## config.mk

```make
export PLATFORM = sky130hd
export DESIGN_NAME = ex_muldiv_unit
export DESIGN_NICKNAME = d
export VERILOG_FILES = /design/src/rtl/muldiv_pkg.sv /design/src/rtl/muldiv_div_step.sv /design/src/rtl/ex_muldiv_unit.sv
export SDC_FILE = /design/constraint.sdc
export NUM_CORES = 1
export LEC_CHECK = 0
export CORE_MARGIN = 5
export CORE_UTILIZATION = 53
export DETAILED_ROUTE_END_ITERATION = 16
export PLACE_DENSITY = 0.73
export SLEW_MARGIN = 20
export SYNTH_ARGS = -nofsm -noshare
export SYNTH_HDL_FRONTEND = slang
export SYNTH_SLANG_ARGS = --single-unit
```

## constraint.sdc

```tcl
create_clock -name clk -period 7.9 [get_ports clk]
set_clock_uncertainty 0.15 [all_clocks]
set_input_delay 0.79 -clock clk [delete_from_list [all_inputs] [get_ports clk]]
set_output_delay 0.79 -clock clk [all_outputs]
set_load 0.05 [all_outputs]
```

## src/rtl/muldiv_pkg.sv

```systemverilog
// Shared definitions for the EX-stage multiply/divide unit: funct3 codes, FSM encoding
// and the XLEN-dependent most-negative-value helper.
package muldiv_pkg;

  localparam logic [2:0] OP_MUL    = 3'b000;
  localparam logic [2:0] OP_MULH   = 3'b001;
  localparam logic [2:0] OP_MULHSU = 3'b010;
  localparam logic [2:0] OP_MULHU  = 3'b011;
  localparam logic [2:0] OP_DIV    = 3'b100;
  localparam logic [2:0] OP_DIVU   = 3'b101;
  localparam logic [2:0] OP_REM    = 3'b110;
  localparam logic [2:0] OP_REMU   = 3'b111;

  typedef enum logic [2:0] {
    ST_IDLE = 3'd0,
    ST_MUL  = 3'd1,
    ST_DIV  = 3'd2,
    ST_FIX  = 3'd3,
    ST_DONE = 3'd4
  } state_e;

  // Most negative two's-complement value of an xlen-bit word, zero-extended to 64 bits.
  function automatic logic [63:0] min_val(input int unsigned xlen);
    min_val = 64'd1 << (xlen - 1);
  endfunction

endpackage

```

## src/rtl/muldiv_div_step.sv

```systemverilog
// One restoring-division iteration: shift the next dividend bit into the partial
// remainder and subtract the divisor if it fits.
module muldiv_div_step #(
  parameter int unsigned W = 32
) (
  input  logic [W-1:0] rem_i,
  input  logic         bit_i,
  input  logic [W-1:0] divisor_i,
  output logic [W-1:0] rem_o,
  output logic         q_o
);

  logic [W:0] trial;

  // rem_i < divisor, so {rem_i, bit_i} fits in W+1 bits and trial[W] is a clean borrow flag.
  always_comb begin
    trial = {rem_i, bit_i} - {1'b0, divisor_i};
    q_o   = ~trial[W];
    rem_o = q_o ? trial[W-1:0] : {rem_i[W-2:0], bit_i};
  end

endmodule

```

## src/rtl/ex_muldiv_unit.sv

```systemverilog
// Iterative RV32M/RV64M multiply/divide unit beside the EX-stage ALU.
// Define EX_MULDIV_FAST_MUL_EN for a single-cycle combinational multiplier (DIV stays iterative).
module ex_muldiv_unit
  import muldiv_pkg::*;
#(
  parameter int unsigned XLEN = 32
) (
  input  logic            clk,
  input  logic            rst_n,
  input  logic            rst_pipe,
  input  logic            start_i,
  input  logic [2:0]      op_i,
  input  logic [XLEN-1:0] rs1_i,
  input  logic [XLEN-1:0] rs2_i,
  input  logic            kill_i,
  output logic            stall_req_o,
  output logic            done_o,
  output logic [XLEN-1:0] result_o
);

  localparam int unsigned CNT_W = $clog2(XLEN) + 1;
  localparam logic [XLEN-1:0] MinVal = XLEN'(min_val(XLEN));

  state_e              state_q, state_d;
  logic [2:0]          op_q, op_d;
  logic                neg_q, neg_d;
  logic [CNT_W-1:0]    cnt_q, cnt_d;
  logic [2*XLEN-1:0]   acc_q, acc_d;
  logic [XLEN-1:0]     mcand_q, mcand_d;
  logic [XLEN-1:0]     result_q, result_d;
  logic                done_q, done_d;

  // Operand preparation at accept
  logic            sgn1, sgn2, s1, s2, neg_in, is_rem;
  logic            div_zero, div_ovf, special, accept;
  logic [XLEN-1:0] abs1, abs2, special_res;

  always_comb begin
    sgn1 = (op_i == OP_MULH) | (op_i == OP_MULHSU) | (op_i == OP_DIV) | (op_i == OP_REM);
    sgn2 = (op_i == OP_MULH) | (op_i == OP_DIV) | (op_i == OP_REM);
    s1   = sgn1 & rs1_i[XLEN-1];
    s2   = sgn2 & rs2_i[XLEN-1];
    abs1 = s1 ? -rs1_i : rs1_i;
    abs2 = s2 ? -rs2_i : rs2_i;
    case (op_i)
      OP_MULH, OP_DIV:   neg_in = s1 ^ s2;
      OP_MULHSU, OP_REM: neg_in = s1;
      default:           neg_in = 1'b0;
    endcase
    is_rem   = op_i[2] & op_i[1];
    div_zero = op_i[2] & (rs2_i == '0);
    div_ovf  = ((op_i == OP_DIV) | (op_i == OP_REM)) & (rs1_i == MinVal) & (rs2_i == '1);
    special  = div_zero | div_ovf;
    if (div_zero) special_res = is_rem ? rs1_i : '1;
    else          special_res = is_rem ? '0 : MinVal;
    accept = start_i & ((state_q == ST_IDLE) | (state_q == ST_DONE)) & ~kill_i;
  end

  assign stall_req_o = (start_i & (state_q == ST_IDLE) & ~kill_i & ~special) |
                       (state_q == ST_MUL) | (state_q == ST_DIV) | (state_q == ST_FIX);

`ifdef EX_MULDIV_FAST_MUL_EN
  logic [2*XLEN-1:0] fast_prod;
  assign fast_prod = {{XLEN{1'b0}}, abs1} * {{XLEN{1'b0}}, abs2};
`else
  // Shift-add step: acc = {partial product, remaining multiplier bits}
  logic [XLEN:0]     mul_sum;
  logic [2*XLEN-1:0] mul_next;
  always_comb begin
    mul_sum  = {1'b0, acc_q[2*XLEN-1:XLEN]} + (acc_q[0] ? {1'b0, mcand_q} : {(XLEN+1){1'b0}});
    mul_next = {mul_sum, acc_q[XLEN-1:1]};
  end
`endif

  // Divide step: acc = {partial remainder, dividend bits shifting out / quotient bits in}
  logic [XLEN-1:0]   div_rem;
  logic              div_q;
  logic [2*XLEN-1:0] div_next;

  muldiv_div_step #(
    .W(XLEN)
  ) u_div_step (
    .rem_i    (acc_q[2*XLEN-1:XLEN]),
    .bit_i    (acc_q[XLEN-1]),
    .divisor_i(mcand_q),
    .rem_o    (div_rem),
    .q_o      (div_q)
  );

  assign div_next = {div_rem, acc_q[XLEN-2:0], div_q};

  // Sign fix-up and output selection
  logic [2*XLEN-1:0] prod_fix;
  logic [XLEN-1:0]   quot, rem, fix_res;

  always_comb begin
    prod_fix = neg_q ? -acc_q : acc_q;
    quot     = acc_q[XLEN-1:0];
    rem      = acc_q[2*XLEN-1:XLEN];
    case (op_q)
      OP_MUL:                      fix_res = prod_fix[XLEN-1:0];
      OP_MULH, OP_MULHSU, OP_MULHU: fix_res = prod_fix[2*XLEN-1:XLEN];
      OP_DIV, OP_DIVU:             fix_res = neg_q ? -quot : quot;
      default:                     fix_res = neg_q ? -rem : rem;
    endcase
  end

  always_comb begin
    state_d  = state_q;
    op_d     = op_q;
    neg_d    = neg_q;
    cnt_d    = cnt_q;
    acc_d    = acc_q;
    mcand_d  = mcand_q;
    result_d = result_q;
    done_d   = 1'b0;
    if (accept) begin
      op_d  = op_i;
      neg_d = neg_in;
      if (special) begin
        result_d = special_res;
        done_d   = 1'b1;
        state_d  = ST_DONE;
      end else if (!op_i[2]) begin
`ifdef EX_MULDIV_FAST_MUL_EN
        acc_d   = fast_prod;
        state_d = ST_FIX;
`else
        acc_d   = {{XLEN{1'b0}}, abs1};
        mcand_d = abs2;
        cnt_d   = CNT_W'(XLEN - 1);
        state_d = ST_MUL;
`endif
      end else begin
        acc_d   = {{XLEN{1'b0}}, abs1};
        mcand_d = abs2;
        cnt_d   = CNT_W'(XLEN - 1);
        state_d = ST_DIV;
      end
    end else begin
      unique case (state_q)
        ST_IDLE: ;
        ST_MUL: begin
          if (kill_i) begin
            state_d = ST_IDLE;
          end else begin
`ifndef EX_MULDIV_FAST_MUL_EN
            acc_d = mul_next;
`endif
            if (cnt_q == '0) state_d = ST_FIX;
            else             cnt_d   = cnt_q - CNT_W'(1);
          end
        end
        ST_DIV: begin
          if (kill_i) begin
            state_d = ST_IDLE;
          end else begin
            acc_d = div_next;
            if (cnt_q == '0) state_d = ST_FIX;
            else             cnt_d   = cnt_q - CNT_W'(1);
          end
        end
        ST_FIX: begin
          if (kill_i) begin
            state_d = ST_IDLE;
          end else begin
            result_d = fix_res;
            done_d   = 1'b1;
            state_d  = ST_DONE;
          end
        end
        ST_DONE: state_d = ST_IDLE;
        default: state_d = ST_IDLE;
      endcase
    end
  end

  always_ff @(posedge clk or negedge rst_n) begin
    if (!rst_n) begin
      state_q  <= ST_IDLE;
      op_q     <= '0;
      neg_q    <= 1'b0;
      cnt_q    <= '0;
      acc_q    <= '0;
      mcand_q  <= '0;
      result_q <= '0;
      done_q   <= 1'b0;
    end else if (rst_pipe) begin
      state_q  <= ST_IDLE;
      op_q     <= '0;
      neg_q    <= 1'b0;
      cnt_q    <= '0;
      acc_q    <= '0;
      mcand_q  <= '0;
      result_q <= '0;
      done_q   <= 1'b0;
    end else begin
      state_q  <= state_d;
      op_q     <= op_d;
      neg_q    <= neg_d;
      cnt_q    <= cnt_d;
      acc_q    <= acc_d;
      mcand_q  <= mcand_d;
      result_q <= result_d;
      done_q   <= done_d;
    end
  end

  assign done_o   = done_q;
  assign result_o = result_q;

endmodule

```

==> results_dict.tcl <==
set metrics [dict create \
    cts_sinks 142 \
    ctsLongestPathBuffers 2 \
    p_comb_share_pct 34.3 \
    finalSetupTns_ns 0 \
    cts-root-buf "clkbuf_16" \
    syn_nets 2098 \
    path_clk_slew_ns 0.07 \
    routed-via-count 15400 \
    fmax_mhz 186 \
    port_buffers 105 \
    end_kind "output pin" \
    clock_latency_ns 0.45 \
    setup_viol 0 \
    final.setup.worst_slack_ns 2.51 \
    async_reset_ff_share_pct 100 \
    drive_gt1_share_pct 4.65 \
    power.switching_mw 1.01 \
    endpoint "stall_req_o" \
    drv_cap 0 \
    die_y_um 175 \
    post_cts.repair.setup_buffers 0 \
    areaGrowthSynthToFinish_pct 11.9 \
    grt-ovfl-total 0 \
    core_um2 26900 \
    grt_start_max_net_pins 75 \
    start_util_pct 53.7 \
    register_area_um2 3550 \
    postRouteAntennaNets 0 \
    synth_area_per_cell_um2 7.39 \
    drc 0 \
    cp.arrival_ns 4.45 \
    crit_type "input pin to output pin" \
    cp-start-kind "input pin" \
    r2r_cells 12 \
    first_pass_iters 6 \
    ios 106 \
    layout_common_cells "nand2_1, a21oi_1, nor2_1" \
    synth_area_um2 14400 \
    place_ws_ns 2.51 \
    tritoncts "built" \
    ys.flop_type "dfrtp_1" \
    fin_crit_sh_pct 68.2 \
    viasPerCell 6.63 \
    ctsResizeCount 0 \
    synth_edf_count 0 \
    grt_pass1_vias 14500 \
    vdd_drop_max_uv 141 \
    maxSlewViolCount 0 \
    power.static_leakage_nw 6.75 \
    synth.area.top_cells "dfrtp_1, nand2_1, a21oi_1, ha_1, xnor2_1" \
    switching_share_pct 39.5 \
    cts_hold_buf 0 \
    hold_viol 0 \
    rrSetupSlack_ns 3.11 \
    layout.cells.most_common "nand2_1" \
    p_seq_share_pct 32.9 \
    worst_pin_slew_ns 1.12 \
    worstReg2RegEnd "acc_q[61]$_DFFE_PN0P_" \
    clockPowerShare_pct 32.8 \
    numCtsBuffers 17 \
    seq_area_frac_synth_pct 24.6 \
    track_usage_pct 32.5 \
    ys_ff_latch 142 \
    yosysTopAreaCell "dfrtp_1" \
    crit_start "rs2_i[14]" \
    nFillCells 2481 \
    diodes 0 \
    powerDensity_nw_per_um2 158 \
    dieArea_um2 30600 \
    routed_wl_um 50900 \
    synthesis.instances 1953 \
    outcome "finished clean" \
    relSlewSlack_pct 24.9 \
    place_congestion 0.975 \
    nNetsFinal 2110 \
    multi_input_area_um2 10100 \
    die_w_um 175 \
    ys_types 83 \
    reg2reg_from "acc_q[0]$_DFFE_PN0P_" \
    drt_iter0_drc 1609 \
    worstPathMaxFanout 62 \
    antenna_found_initial 1 \
    fin_crit_ns 5.39 \
    hold_path_class "input pin to async pin" \
    wl_per_cell_um 21.9 \
    rsz0062_at_grt "false" \
    htree_levels 4 \
    synth_top_area_share_pct 24.6 \
    place_hpwl_um 37700 \
    crit_required_ns 6.96 \
    yosysWarnings 0 \
    num_rows 60 \
    p_int_mw 1.54 \
    grt_pass1_wl_um 80200 \
]
==> sequential cells by signal, summed over array words and instances, names as in the netlist <==
signal / flops
mcand_q: 32
op_q: 3
state_q: 3
done_o: 1
neg_q: 1
acc_q: 64
cnt_q: 6
result_o: 32
==> logic make-up (layout without fill, tap and decap cells) <==
logic type | count (synthesis) | after routing | synth area share [%]
buffers and inverters | 203 | 228 | 5.46
multiplexers | 14 | 14 | 0.996
AND/OR/NAND/NOR | 694 | 694 | 22.6
flip-flops | 142 | 142 | 24.6
adder cells (fa/ha/maj) | 73 | 73 | 6.43
XOR/XNOR | 177 | 177 | 10.7
AO/OA/AOI/OAI | 650 | 650 | 29.1
==> metrics by stage <==
| step | area [µm²] | cells | total power [mW] | util [%] | hold WS, ns |
|---|---|---|---|---|---|
| 6_report | 16200 | 2319 | 2.55 | 60.1 | 0.196 |
| 5_1_grt | 16200 | 2319 | 2.66 | 60.1 | 0.252 |
| 4_1_cts | 16100 | 2318 | 2.53 | 60.1 | 0.238 |
| 3_5_place_dp | 15600 | 2286 | 1.70 | 57.9 | 0.317 |
| 3_3_place_gp | 15600 | 2286 | 1.69 | 57.9 | 0.302 |
| 2_1_floorplan | 14400 | 1953 | 1.42 | - | 0.321 |
==> worst min path at each step <==
stage                             start                        to  slack (ns)  depth (start not counted)
5_1_grt                           rst_n   mcand_q[19]$_DFFE_PN0P_        0.25                          1
3_3_place_gp   result_o[21]$_DFFE_PN0P_  result_o[21]$_DFFE_PN0P_        0.30                          2
3_5_place_dp   result_o[21]$_DFFE_PN0P_  result_o[21]$_DFFE_PN0P_        0.32                          2
4_1_cts                           rst_n   mcand_q[19]$_DFFE_PN0P_        0.24                          1
2_1_floorplan      cnt_q[0]$_DFFE_PN0P_      cnt_q[0]$_DFFE_PN0P_        0.32                          1
6_report                          rst_n   mcand_q[19]$_DFFE_PN0P_        0.20                          1
==> synth_stat cells, types with 5 or more instances <==
| library cell | instances |
|---|---|
| a211oi_1 | 44 |
| a21o_1 | 21 |
| a21oi_1 | 186 |
| a221o_1 | 8 |
| a221oi_1 | 11 |
| a222oi_1 | 5 |
| a22oi_1 | 17 |
| a311oi_1 | 5 |
| a31oi_1 | 30 |
| a32o_1 | 14 |
| and2_1 | 15 |
| and3_1 | 14 |
| buf_2 | 15 |
| clkbuf_1 | 113 |
| dfrtp_1 | 142 |
| ha_1 | 71 |
| inv_1 | 70 |
| mux2i_1 | 11 |
| nand2_1 | 255 |
| nand2b_1 | 16 |
| nand3_1 | 41 |
| nand3b_1 | 5 |
| nand4_1 | 21 |
| nor2_1 | 182 |
| nor2b_1 | 15 |
| nor3_1 | 32 |
| nor3b_1 | 6 |
| nor4_1 | 16 |
| o211ai_1 | 16 |
| o21a_1 | 13 |
| o21ai_0 | 145 |
| o21ai_1 | 7 |
| o21bai_1 | 8 |
| o221ai_1 | 13 |
| o31a_1 | 11 |
| o31ai_1 | 45 |
| o41ai_1 | 9 |
| or2_2 | 9 |
| or3_1 | 30 |
| or4_1 | 16 |
| xnor2_1 | 90 |
| xor2_1 | 87 |
==> routing by layer <==
metal | global-route usage [%] | vias to the layer above | routed length (µm) | part of all wire, %
met5 | 0 | - | 12 | 0.024
met4 | 9.66 | 2 | 1230 | 2.4
met3 | 6.49 | 86 | 4970 | 9.8
met2 | 50.0 | 797 | 22500 | 44
met1 | 46.2 | 7347 | 22200 | 44
li1 | - | 7137 | - | -
==> area by class of cell <==
class / instances / share of cell area [%]
clock buffer: 18 / 2.72
timing repair buffer: 126 / 7.46
clock inverter: 14 / 0.906
tap: 341 / 2.64
multi-input combinational: 1608 / 62.6
sequential: 142 / 22.0
inverter: 70 / 1.63
==> worst max-delay path: stages <==
cell             delay, ns
clkdlybuf4s50_1       0.49
or3_1                 0.44
or3_1                 0.40
nor4_2                0.52
nand4_1               0.28
nor3b_2               0.23
buf_4                 0.32
nor3_1                0.20
nor2_1                0.07
clkdlybuf4s50_1       0.70
==> power groups by stage <==
stage               clock network, mW  logic [mW]  registers, mW
floorplan                           0       0.563          0.859
global placement                    0       0.840          0.846
detailed placement                  0       0.851          0.848
CTS                             0.839       0.856          0.835
global route                    0.866       0.949          0.843
finish                          0.836       0.874          0.837
No activity file was read; power rests on OpenSTA's default activity.
